[config.mk]
export PLATFORM = sky130hd
export DESIGN_NAME = ex_operand_stage
export DESIGN_NICKNAME = d
export VERILOG_FILES = /design/src/rtl/ex_operand_stage.sv
export SDC_FILE = /design/constraint.sdc
export NUM_CORES = 1
export LEC_CHECK = 0
export CELL_PAD_IN_SITES_DETAIL_PLACEMENT = 1
export CELL_PAD_IN_SITES_GLOBAL_PLACEMENT = 1
export CORE_ASPECT_RATIO = 2
export CORE_MARGIN = 4
export CORE_UTILIZATION = 26
export DETAILED_ROUTE_END_ITERATION = 8
export GPL_ROUTABILITY_DRIVEN = 0
export PLACE_DENSITY = 0.86
export SLEW_MARGIN = 20
export SYNTH_ARGS = -nofsm -noshare
export SYNTH_HDL_FRONTEND = slang
export SYNTH_SLANG_ARGS = --single-unit
[constraint.sdc]
create_clock -name clk -period 1.4 [get_ports clk]
set_input_delay 0.28 -clock clk [delete_from_list [all_inputs] [get_ports clk]]
set_output_delay 0.28 -clock clk [all_outputs]
set_load 0.02 [all_outputs]
[src/rtl/ex_operand_stage.sv]
// ex_operand_stage: RV32I decode-to-execute register feeding the ALU.
// Maps opcode/funct3/funct7[5] to alu_op and selects the A/B operands.
// Operands come from a register, the PC, the immediate or the constant 4.
// Outputs are purely registered (1-cycle latency); flush wins over stall.
// EX_FORWARD_EN: when defined, rs1/rs2 forward from EX/MEM, then MEM/WB.
// Ports: clk, rst_n (async, active low); in_* decoded instruction;
//        stall/flush pipeline control; exmem_*/memwb_* forwarding sources;
//        out_valid, alu_op, alu_a, alu_b, out_store_data, out_rd_addr,
//        out_reg_wr, out_illegal.
module ex_operand_stage #(
    parameter int XLEN = 32
) (
    input  logic            clk,
    input  logic            rst_n,
    input  logic            in_valid,
    input  logic [XLEN-1:0] in_pc,
    input  logic [6:0]      in_opcode,
    input  logic [2:0]      in_funct3,
    input  logic            in_funct7_5,
    input  logic [4:0]      in_rs1_addr,
    input  logic [4:0]      in_rs2_addr,
    input  logic [4:0]      in_rd_addr,
    input  logic [XLEN-1:0] in_rs1_data,
    input  logic [XLEN-1:0] in_rs2_data,
    input  logic [XLEN-1:0] in_imm,
    input  logic            stall,
    input  logic            flush,
    input  logic            exmem_wr_en,
    input  logic            memwb_wr_en,
    input  logic [4:0]      exmem_rd,
    input  logic [4:0]      memwb_rd,
    input  logic [XLEN-1:0] exmem_data,
    input  logic [XLEN-1:0] memwb_data,
    output logic            out_valid,
    output logic [3:0]      alu_op,
    output logic [XLEN-1:0] alu_a,
    output logic [XLEN-1:0] alu_b,
    output logic [XLEN-1:0] out_store_data,
    output logic [4:0]      out_rd_addr,
    output logic            out_reg_wr,
    output logic            out_illegal
);

    localparam logic [3:0] ALU_ADD  = 4'd0;
    localparam logic [3:0] ALU_SUB  = 4'd1;
    localparam logic [3:0] ALU_SLL  = 4'd2;
    localparam logic [3:0] ALU_SRL  = 4'd3;
    localparam logic [3:0] ALU_SRA  = 4'd4;
    localparam logic [3:0] ALU_SLT  = 4'd5;
    localparam logic [3:0] ALU_SLTU = 4'd6;
    localparam logic [3:0] ALU_XOR  = 4'd7;
    localparam logic [3:0] ALU_OR   = 4'd8;
    localparam logic [3:0] ALU_AND  = 4'd9;
    localparam logic [3:0] ALU_PASS = 4'd10;

    localparam logic [6:0] OPC_OP     = 7'b0110011;
    localparam logic [6:0] OPC_OPIMM  = 7'b0010011;
    localparam logic [6:0] OPC_LUI    = 7'b0110111;
    localparam logic [6:0] OPC_AUIPC  = 7'b0010111;
    localparam logic [6:0] OPC_LOAD   = 7'b0000011;
    localparam logic [6:0] OPC_STORE  = 7'b0100011;
    localparam logic [6:0] OPC_JAL    = 7'b1101111;
    localparam logic [6:0] OPC_JALR   = 7'b1100111;
    localparam logic [6:0] OPC_BRANCH = 7'b1100011;

    logic [XLEN-1:0] rs1_val;
    logic [XLEN-1:0] rs2_val;

`ifdef EX_FORWARD_EN
    // EX/MEM is younger than MEM/WB, so it overrides; x0 never forwards.
    always_comb begin
        rs1_val = in_rs1_data;
        if (memwb_wr_en && in_rs1_addr != 5'd0 && memwb_rd == in_rs1_addr)
            rs1_val = memwb_data;
        if (exmem_wr_en && in_rs1_addr != 5'd0 && exmem_rd == in_rs1_addr)
            rs1_val = exmem_data;
    end

    always_comb begin
        rs2_val = in_rs2_data;
        if (memwb_wr_en && in_rs2_addr != 5'd0 && memwb_rd == in_rs2_addr)
            rs2_val = memwb_data;
        if (exmem_wr_en && in_rs2_addr != 5'd0 && exmem_rd == in_rs2_addr)
            rs2_val = exmem_data;
    end
`else
    // Forwarding ports stay on the boundary; the hazard unit stalls instead.
    logic fwd_unused;
    assign fwd_unused = ^{exmem_wr_en, memwb_wr_en, exmem_rd, memwb_rd,
                          exmem_data, memwb_data, in_rs1_addr, in_rs2_addr};
    assign rs1_val = in_rs1_data;
    assign rs2_val = in_rs2_data;
`endif

    logic is_op, is_opimm, is_lui, is_auipc, is_ldst, is_jmp, is_br;

    assign is_op    = (in_opcode == OPC_OP);
    assign is_opimm = (in_opcode == OPC_OPIMM);
    assign is_lui   = (in_opcode == OPC_LUI);
    assign is_auipc = (in_opcode == OPC_AUIPC);
    assign is_ldst  = (in_opcode == OPC_LOAD) || (in_opcode == OPC_STORE);
    assign is_jmp   = (in_opcode == OPC_JAL) || (in_opcode == OPC_JALR);
    assign is_br    = (in_opcode == OPC_BRANCH);

    // funct7_5 selects SUB only for register-register OP; SRA for both.
    function automatic logic [3:0] arith_op(
        input logic [2:0] f3,
        input logic       f7_5,
        input logic       reg_reg
    );
        logic [3:0] op;
        unique case (f3)
            3'b000:  op = (reg_reg && f7_5) ? ALU_SUB : ALU_ADD;
            3'b001:  op = ALU_SLL;
            3'b010:  op = ALU_SLT;
            3'b011:  op = ALU_SLTU;
            3'b100:  op = ALU_XOR;
            3'b101:  op = f7_5 ? ALU_SRA : ALU_SRL;
            3'b110:  op = ALU_OR;
            default: op = ALU_AND;
        endcase
        return op;
    endfunction

    logic [3:0]      op_d;
    logic [XLEN-1:0] a_d;
    logic [XLEN-1:0] b_d;
    logic            wr_d;
    logic            ill_d;

    always_comb begin
        op_d  = ALU_ADD;
        a_d   = '0;
        b_d   = '0;
        wr_d  = 1'b0;
        ill_d = 1'b0;
        unique case (1'b1)
            is_op: begin
                op_d = arith_op(in_funct3, in_funct7_5, 1'b1);
                a_d  = rs1_val;
                b_d  = rs2_val;
                wr_d = 1'b1;
            end
            is_opimm: begin
                op_d = arith_op(in_funct3, in_funct7_5, 1'b0);
                a_d  = rs1_val;
                b_d  = in_imm;
                wr_d = 1'b1;
            end
            is_lui: begin
                op_d = ALU_PASS;
                b_d  = in_imm;
                wr_d = 1'b1;
            end
            is_auipc: begin
                a_d  = in_pc;
                b_d  = in_imm;
                wr_d = 1'b1;
            end
            is_ldst: begin
                a_d  = rs1_val;
                b_d  = in_imm;
                wr_d = (in_opcode == OPC_LOAD);
            end
            is_jmp: begin
                a_d  = in_pc;
                b_d  = XLEN'(4);
                wr_d = 1'b1;
            end
            is_br: begin
                op_d = ALU_SUB;
                a_d  = rs1_val;
                b_d  = rs2_val;
            end
            default: ill_d = 1'b1;
        endcase
    end

    always_ff @(posedge clk or negedge rst_n) begin
        if (!rst_n) begin
            out_valid      <= 1'b0;
            alu_op         <= ALU_ADD;
            alu_a          <= '0;
            alu_b          <= '0;
            out_store_data <= '0;
            out_rd_addr    <= '0;
            out_reg_wr     <= 1'b0;
            out_illegal    <= 1'b0;
        end else if (flush || (!stall && !in_valid)) begin
            out_valid      <= 1'b0;
            alu_op         <= ALU_ADD;
            alu_a          <= '0;
            alu_b          <= '0;
            out_store_data <= '0;
            out_rd_addr    <= '0;
            out_reg_wr     <= 1'b0;
            out_illegal    <= 1'b0;
        end else if (!stall) begin
            out_valid      <= 1'b1;
            alu_op         <= op_d;
            alu_a          <= a_d;
            alu_b          <= b_d;
            out_store_data <= rs2_val;
            out_rd_addr    <= in_rd_addr;
            out_reg_wr     <= wr_d && (in_rd_addr != 5'd0);
            out_illegal    <= ill_d;
        end
    end

endmodule
# After elaboration in Yosys (flattened, before gate mapping)
# Index checks and enable logic that the tools add are counted.
# totals
regBits,108
in_bits,235
# op_classes
n_eq_ne,16
reduce_logical,15
n_mux,25
# ops
op,count
two-way mux 32 bit,6
one-hot mux 32 bit (3 select lines),1
one-hot mux 32 bit (2 select lines),1
one-hot mux 4 bit (7 select lines),2
equality test 7 x 6 -> 1 bit (second input constant),3
equality test 7 bit (second input constant),3
one-hot mux 4 bit (4 select lines),1
equality test 7 x 5 -> 1 bit (second input constant),2
two-way mux 5 bit,2
equality test 3 bit (second input constant),3
two-way mux 1 bit,8
two-way mux 4 bit,2
OR reduction 4 bit,2
equality test 7 x 2 -> 1 bit (second input constant),1
OR reduction 7 bit,1
equality test 3 x 2 -> 1 bit (second input constant),2
nonzero test 5 bit,1
OR reduction 5 bit,1
OR reduction 2 bit,2
equality test 3 x 1 -> 1 bit (second input constant),1
logical NOT 3 bit,1
logical OR 1 bit,3
two-way mux 3 bit,1
logical AND 1 bit,2
3 further kinds,4

# Depth between registers and ports, before layout
# Gate-level depths: netlist of run 1.
# logic_depth
word_depth,7
depth_mapped,6

# Least setup slack after synthesis of run 1
# OpenSTA, ideal clock, no wires.
# synth_path
kind,input to register
start,input port in_opcode[3]
end,register alu_a[12]
t_arrival_ns,1.495
slack_ns,-0.158
required_time_ns,1.337
stages,5
setup_time_ns,0.063
path_cell_list,nand3b_2 > nor4b_1 > o21a_1 > clkbuf_1 > a21o_2
# synth_between
elab_chain_cells,6
word_cells_on_any_way,15
classes_between,eq/ne (8); mux (3); reduce/logical (4)
# synth_rtl
item,line,text
from (decl),17,"input logic [6:0] in_opcode,"
"equality test 7 x 2 -> 1 bit, or another cell as far along",101,assign is_ldst = (in_opcode == OPC_LOAD) || (in_opcode == OPC_STORE);
logical OR 1 bit (on tied branches),"101, 102",
OR reduction 4 bit (no line) or OR reduction 2 bit (tied branches),-,
one-hot mux 32 bit (2 select lines) (*),137,unique case (1'b1)
two-way mux 32 bit (*),198,end else if (!stall) begin
two-way mux 32 bit (*),189,end else if (flush || (!stall && !in_valid)) begin
to (signal assigned),183,alu_a <= '0;
to (signal assigned),192,alu_a <= '0;
to (signal assigned),201,alu_a <= a_d;
to (decl),36,"output logic [XLEN-1:0] alu_a,"
# Mark *: on every way between the ends. The rest lies on a longest branch, timed or not. The select of a mux whose other input is x is not followed.
# A chain may end at the register's enable or synchronous reset.

# Worst setup path in the final report of run 1
# layout_path
start,register out_store_data[19]
end,output port out_store_data[19]
# layout_lines
item,line,text
from (decl),38,"output logic [XLEN-1:0] out_store_data,"
from (signal assigned),203,out_store_data <= rs2_val;
# No word-level cell between the ends.

==> reports/summary.json, run 1 <==
{
  "status": "finished clean",
  "relSlewSlack": 0.776,
  "drtAntennaViolNets": 0,
  "grtUsageTotal": 0.190,
  "clock_sink_count": 108,
  "synth-warning-count": 0,
  "rsz_0062_raised_after_global_routing": "false",
  "peakVddDrop_uv": 486,
  "num_io_pins": 343,
  "share_comb_of_total_power": 0.155,
  "synthCells": 395,
  "synth_area_per_cell_um2": 11.8,
  "final_worst_path_period_need_ps": 1370,
  "dpl_cell_area_mm2": 0.00779,
  "die_x_um": 102,
  "insertion_delay_ps": 330,
  "avgRoutedWirePerCell_um": 21.6,
  "post_synth_main_area_contributors": "dfrtp_1, a22o_1, a22oi_1, o21ai_1, nand2_1",
  "power_frac_seq": 0.485,
  "timing.critical_path.from": "out_store_data[19]$_DFFE_PN0P_",
  "yosys_register_bits": 108,
  "critical-path-top-delay-family": "buffers and inverters",
  "timing.final.ws_setup_ps": 33.7,
  "detailedPlace.worstSlack_ps": -654,
  "timing.fmax_ghz": 0.732,
  "fraction_of_layout_cells_with_a_size_suffix_above_1": 0.160,
  "rr_startpoint": "alu_a[23]$_DFFE_PN0P_",
  "cp.depth": 1,
  "crit_buf_inv": 1,
  "flow.area_growth_from_synthesis_pct": 75.2,
  "critPathSlowestCell": "dlygate4sd2_1",
  "r2r_end": "alu_a[23]$_DFFE_PN0P_",
  "root_buffer": "clkbuf_16",
  "synthArstFlopShare": 1.00,
  "worstPathRequired_ps": 1120,
  "initial_utilization": 0.266,
  "top_fanout_value_on_the_critical_path": 2,
  "synth-edff-count": 0,
  "report.final.slew_viol_count": 0,
  "power.clock.fraction": 0.360,
  "dr.first_iter.drc_count": 93,
  "total_switching_power_mw": 1.58,
  "crit_end": "out_store_data[19]",
  "synth.lib_cells_used.distinct": 39,
  "firstDrtPassIters": 4,
  "worst_setup_hold_path_clk_slew_ps": 70,
  "end_kind": "output pin",
  "die_area_mm2": 0.0202,
  "critPathMaxStageDelay_ps": 380,
  "cellInternalPower_mw": 5.02,
  "routed-via-count": 4603,
  "switching_share": 0.239,
  "route.detailed.vias_per_inst": 5.12,
  "clock_path_buffers": 2,
  "synthFlopType": "dfrtp_1",
  "finalHoldViolCount": 0,
  "worstPathCellList": "dlygate4sd2_1",
  "grt_overflow": 0,
  "post-synth-top-area-fraction": 0.582,
  "min_period_over_period": 0.976,
  "cts_made_buffers": 9,
  "netlist.top_cell.by_area": "dfrtp_1",
  "maximum_number_of_pins_on_one_net_before_global_route_repair": 38,
  "ys_seq_area_frac": 0.582,
  "grt_pass1_wl_um": 29500,
  "synthesis.nets": 630,
  "dp_hpwl_um": 14700,
  "finalNetCount": 918,
  "finalSetupViolations": 0,
  "maxCapViolations": 0,
  "die_height_um": 197,
  "min-delay-path-class": "in -> async",
  "critical_path.startpoint_type": "flop",
  "grt_antenna_before_repair": 2,
  "p_leak_nw": 4.14,
  "final_area_mm2": 0.00813,
  "placeableCoreArea_mm2": 0.0174,
  "syn-cell-area_mm2": 0.00464,
  "fin_total_pwr_mw": 6.59,
  "port_buffers": 256,
  "r2r_cells": 2,
  "worstSetupPathType": "reg -> out",
  "total_number_of_h_tree_levels": 3,
  "drc_errors": 0,
  "worstPathArrival_ps": 1090,
  "fin_skew_ps": 0,
  "ff2ff_setup_slack_ps": 500,
  "cts_tree": "built",
  "floorplan.rows": 68,
  "grt_pass1_vias": 5449,
  "wl_um": 19500,
  "p_per_area_mw_per_mm2": 811,
  "worst_margin_pin_slew_ps": 337
}
synth_stat cells (all sizes together) (2+ instances only):
| library cell | number |
|---|---|
| a211oi | 3 |
| a21o | 33 |
| a21oi | 3 |
| a22o | 70 |
| a22oi | 31 |
| buf | 24 |
| clkbuf | 11 |
| dfrtp | 108 |
| nand2 | 40 |
| nand2b | 3 |
| nand3b | 2 |
| nor2 | 4 |
| nor2b | 4 |
| nor3b | 3 |
| nor4b | 2 |
| o21ai | 38 |
| o21bai | 2 |
layout by cell type (no fill, tap or decap), types with 2 or more instances in the layout:
master and instances:
dfrtp_1 108, a21oi_1 3, nand2_1 40, buf_6 5, nor2_1 4, nor2b_4 2, nor2b_1 2, buf_4 35
clkbuf_2 6, a22oi_1 30, clkbuf_16 9, a21o_2 15, buf_2 4, a22o_1 70, o21ai_1 32, a21o_1 18
clkdlybuf4s50_1 137, buf_12 10, nor3b_2 2, clkdlybuf4s15_1 7, o21ai_0 5, clkbuf_1 3, buf_16 4, dlygate4sd2_1 100
nand2b_1 2, o21bai_1 2, buf_8 2, a211oi_1 2
flip-flops by register name (all words and copies together) (netlist names):
register        flops
out_valid           1
alu_op              4
out_reg_wr          1
alu_a              32
out_store_data     32
out_illegal         1
alu_b              32
out_rd_addr         5
cell families after synthesis:
kind of cell	Yosys count	synth area share
simple gates	65	0.0722
compound gates	186	0.306
buf+inv	35	0.0375
xor+xnor	1	0.00189
flops	108	0.582
stage by stage:
step | TNS [ps] | util | instances | hold slack (ps)
2_1_floorplan | -2040 | - | 395 | -15.6
3_3_place_gp | -48200 | 0.447 | 869 | 159
3_5_place_dp | -53270 | 0.447 | 869 | 162
4_1_cts | -247 | 0.468 | 900 | 333
5_1_grt | 0 | 0.466 | 899 | 342
6_report | 0 | 0.466 | 899 | 334
routing by layer:
layer	routed length (um)	global-route usage	vias up
met1	6360	0.184	2274
met3	1610	0.0514	43
met4	648	0.0871	2
met2	10800	0.359	224
li1	-	-	2060
met5	20	0	-
cell type report:
type / count / area, um2
diodes: 1 / 2.50
clock buffers: 13 / 250
clock inverters: 3 / 21.3
fillers: 1904 / 9310
multi-input cells: 252 / 1850
flip-flops and latches: 108 / 2700
well taps: 210 / 263
repair buffers: 312 / 3040
power groups by stage:
stage	Clock (mW)	Combinational (mW)	Sequential [mW]
finish	2.37	1.02	3.20
global route	2.59	1.09	3.20
CTS	2.48	1.04	3.20
detailed placement	0	1.04	3.26
global placement	0	1.01	3.26
floorplan	0	0.195	3.32
worst min-delay path by stage:
stage	from	endpoint	slack, ps
after floorplan	rst_n	alu_a[0]$_DFFE_PN0P_	-20
after CTS	rst_n	alu_b[29]$_DFFE_PN0P_	330
after global routing	rst_n	alu_b[29]$_DFFE_PN0P_	340
final	rst_n	alu_b[29]$_DFFE_PN0P_	330
after global placement	rst_n	alu_b[29]$_DFFE_PN0P_	160
after detailed placement	rst_n	alu_b[29]$_DFFE_PN0P_	160
timing repair:
item / in CTS / in global routing
hold buffers: 1 / 0
setup buffers: 9 / 0
hold endpoints to repair: 10 / 0
pin swaps: 11 / 6
setup endpoints to repair: 182 / 70
gates resized for setup: 156 / 20
cloned: 5 / 0
Power figures use the tool's default switching activity.
==> run 2: changes to the inputs <==
Settings changed: CTS_BUF_LIST set to sky130_fd_sc_hd__clkbuf_16.
==> reports/summary.json, run 2 (same netlist as run 1, synthesis figures left out) <==
{
  "status": "finished clean",
  "finalNetCount": {"value": 918, "change": "unchanged"},
  "wl": {"value": 19500, "unit": "um", "change": "+0.14%"},
  "maximum_number_of_pins_on_one_net_before_global_route_repair": {"value": 38, "change": "unchanged"},
  "root_buffer": "clkbuf_16",
  "grt_overflow": {"value": 0, "change": "unchanged"},
  "die_height": {"value": 197, "unit": "um", "change": "unchanged"},
  "relSlewSlack": {"value": 0.776, "change": "about the same"},
  "final_area": {"value": 0.00812, "unit": "mm2", "change": "-0.12%"},
  "power_frac_seq": {"value": 0.491, "change": "+0.006"},
  "drc_errors": {"value": 0, "change": "unchanged"},
  "insertion_delay": {"value": 330, "unit": "ps", "change": "about the same"},
  "worstPathArrival": {"value": 1090, "unit": "ps", "change": "about the same"},
  "die_x": {"value": 102, "unit": "um", "change": "unchanged"},
  "power.clock.fraction": {"value": 0.352, "change": "-0.008"},
  "total_switching_power": {"value": 1.58, "unit": "mW", "change": "-0.13%"},
  "critical-path-top-delay-family": "buffers and inverters",
  "worstPathCellList": "dlygate4sd2_1",
  "share_comb_of_total_power": {"value": 0.157, "change": "+0.002"},
  "final_worst_path_period_need": {"value": 1370, "unit": "ps", "change": "+1.96 ps"},
  "placeableCoreArea": {"value": 0.0174, "unit": "mm2", "change": "unchanged"},
  "p_per_area": {"value": 802, "unit": "mW/mm2", "change": "-1.1%"},
  "totalNegativeSetupSlack": {"value": 0, "unit": "ps", "change": "unchanged"},
  "cts_tree": "built",
  "clock_sink_count": {"value": 108, "change": "unchanged"},
  "report.final.slew_viol_count": {"value": 0, "change": "unchanged"},
  "timing.fmax": {"value": 0.731, "unit": "GHz", "change": "-0.14%"},
  "peakVddDrop": {"value": 484, "unit": "uV", "change": "-0.23%"},
  "floorplan.rows": {"value": 68, "change": "unchanged"},
  "finalHoldViolCount": {"value": 0, "change": "unchanged"},
  "grtUsageTotal": {"value": 0.190, "change": "about the same"},
  "flow.area_growth_from_synthesis_pct": 74.9,
  "dr.first_iter.drc_count": {"value": 87, "change": "-6.5%"},
  "initial_utilization": {"value": 0.266, "change": "unchanged"},
  "dp_hpwl": {"value": 14700, "unit": "um", "change": "unchanged"},
  "firstDrtPassIters": {"value": 4, "change": "unchanged"},
  "route.detailed.vias_per_inst": {"value": 5.10, "change": "-0.37%"},
  "cts_made_buffers": {"value": 9, "change": "unchanged"},
  "num_io_pins": {"value": 343, "change": "unchanged"},
  "top_library_cells_by_usage_in_the_layout_fill_and_taps_aside": "clkdlybuf4s50_1, dfrtp_1, dlygate4sd2_1",
  "top_fanout_value_on_the_critical_path": {"value": 2, "change": "unchanged"},
  "layout.cells.most_common": "clkdlybuf4s50_1",
  "clock_path_buffers": {"value": 2, "change": "unchanged"},
  "worstPathRequired": {"value": 1120, "unit": "ps", "change": "about the same"},
  "timing.final.ws_setup": {"value": 31.7, "unit": "ps", "change": "-1.96 ps"},
  "grt_pass1_wl": {"value": 29500, "unit": "um", "change": "about the same"},
  "fraction_of_layout_cells_with_a_size_suffix_above_1": {"value": 0.158, "change": "-0.00145"},
  "critPathMaxStageDelay": {"value": 380, "unit": "ps", "change": "about the same"},
  "avgRoutedWirePerCell": {"value": 21.7, "unit": "um", "change": "+0.14%"},
  "fin_skew": {"value": 0, "unit": "ps", "change": "unchanged"},
  "p_leak": {"value": 4.15, "unit": "nW", "change": "+0.15%"},
  "worst_margin_pin_slew": {"value": 337, "unit": "ps", "change": "+0.127 ps"},
  "maxCapViolations": {"value": 0, "change": "unchanged"},
  "worstSetupPathType": "reg -> out",
  "largestRegisters": "alu_a: 32 flops, alu_b: 32 flops, out_store_data: 32 flops",
  "worst_setup_hold_path_clk_slew": {"value": 70, "unit": "ps", "change": "about the same"},
  "rsz_0062_raised_after_global_routing": "false",
  "fin_total_pwr": {"value": 6.52, "unit": "mW", "change": "-1.2%"},
  "critical_path.startpoint_type": "flop",
  "total_number_of_h_tree_levels": {"value": 3, "change": "unchanged"},
  "drtAntennaViolNets": {"value": 0, "change": "unchanged"},
  "routed-via-count": {"value": 4586, "change": "-0.37%"},
  "switching_share": {"value": 0.242, "change": "+0.00254"},
  "crit_buf_inv": {"value": 1, "change": "unchanged"},
  "port_buffers": {"value": 256, "change": "unchanged"},
  "filler_cell_count": {"value": 1908, "change": "+0.21%"},
  "grt_pass1_vias": {"value": 5447, "change": "-0.037%"},
  "die_area": {"value": 0.0202, "unit": "mm2", "change": "unchanged"},
  "min_period_over_period": {"value": 0.977, "change": "+0.00140"},
  "detailedPlace.worstSlack": {"value": -654, "unit": "ps", "change": "unchanged"},
  "critPathSlowestCell": "dlygate4sd2_1",
  "cellInternalPower": {"value": 4.94, "unit": "mW", "change": "-1.5%"},
  "finalHoldWorstSlack": {"value": 334, "unit": "ps", "change": "+0.0710 ps"},
  "end_kind": "output pin",
  "finalSetupViolations": {"value": 0, "change": "unchanged"},
  "dpl_cell_area": {"value": 0.00779, "unit": "mm2", "change": "unchanged"},
  "grt_antenna_before_repair": {"value": 2, "change": "unchanged"},
  "min-delay-path-class": "in -> async"
}
==> run 2: cell count changes in the layout (fill, tap and decap cells not counted), sizes merged <==
cell	previous run	this run
clkbuf	20	15
inv	1	4
clkdlybuf4s15	7	8
clkinv	1	2
==> run 2: final cells by class <==
class / count / area (um2) / area share
Multi-Input combinational cell: 252 / 1850 / 0.228
Clock buffer: 9 / 225 / 0.0277
Timing Repair Buffer: 312 / 3040 / 0.375
Tap cell: 210 / 263 / 0.0323
Clock inverter: 7 / 36.3 / 0.00447
Sequential cell: 108 / 2700 / 0.333
Antenna cell: 1 / 2.50 / 0.000308
==> run 2: worst paths after layout <==
kind / from / to / slack [ps] / cells after the start
worst max-delay path: out_store_data[19]$_DFFE_PN0P_ / out_store_data[19] / 30 / 1
worst min-delay path: rst_n / alu_b[29]$_DFFE_PN0P_ / 330 / 2
worst max register to register: alu_a[23]$_DFFE_PN0P_ / alu_a[23]$_DFFE_PN0P_ / 500 / 2
worst min register to register: alu_b[14]$_DFFE_PN0P_ / alu_b[14]$_DFFE_PN0P_ / 480 / 2
max in group asynchronous: rst_n / alu_op[1]$_DFFE_PN0P_ / 510 / 3
min in group clk: flush / out_valid$_DFFE_PN0P_ / 350 / 4
==> run 2: layer usage <==
layer	up-vias	GRT usage	routed length (um)
met1	2264	0.185	6360
met2	220	0.359	10900
met5	-	0	20
li1	2059	-	-
met4	2	0.0871	634
met3	41	0.0514	1610
==> run 2: metrics by stage <==
stage	cells	utilization
after floorplan	395	-
after global placement	869	0.447
after detailed placement	869	0.447
after CTS	900	0.468
after global routing	899	0.466
final	899	0.466
==> run 2: power by group through the flow <==
stage                     Combinational, mW  Clock (mW)  Sequential, mW
after global routing                   1.09        2.52            3.20
after global placement                 1.01           0            3.26
final                                  1.02        2.29            3.20
after detailed placement               1.04           0            3.26
after CTS                              1.04        2.40            3.20
after floorplan                       0.195           0            3.32
==> run 2: timing repair <==
item | 4_1_cts | 5_1_grt
gates cloned | 5 | 0
buffers inserted | 9 | 0
endpoints found under the setup margin | 182 | 70
hold buffers | 1 | 0
pin swaps | 11 | 6
gates resized for setup | 156 | 17
hold endpoints to repair | 10 | 0
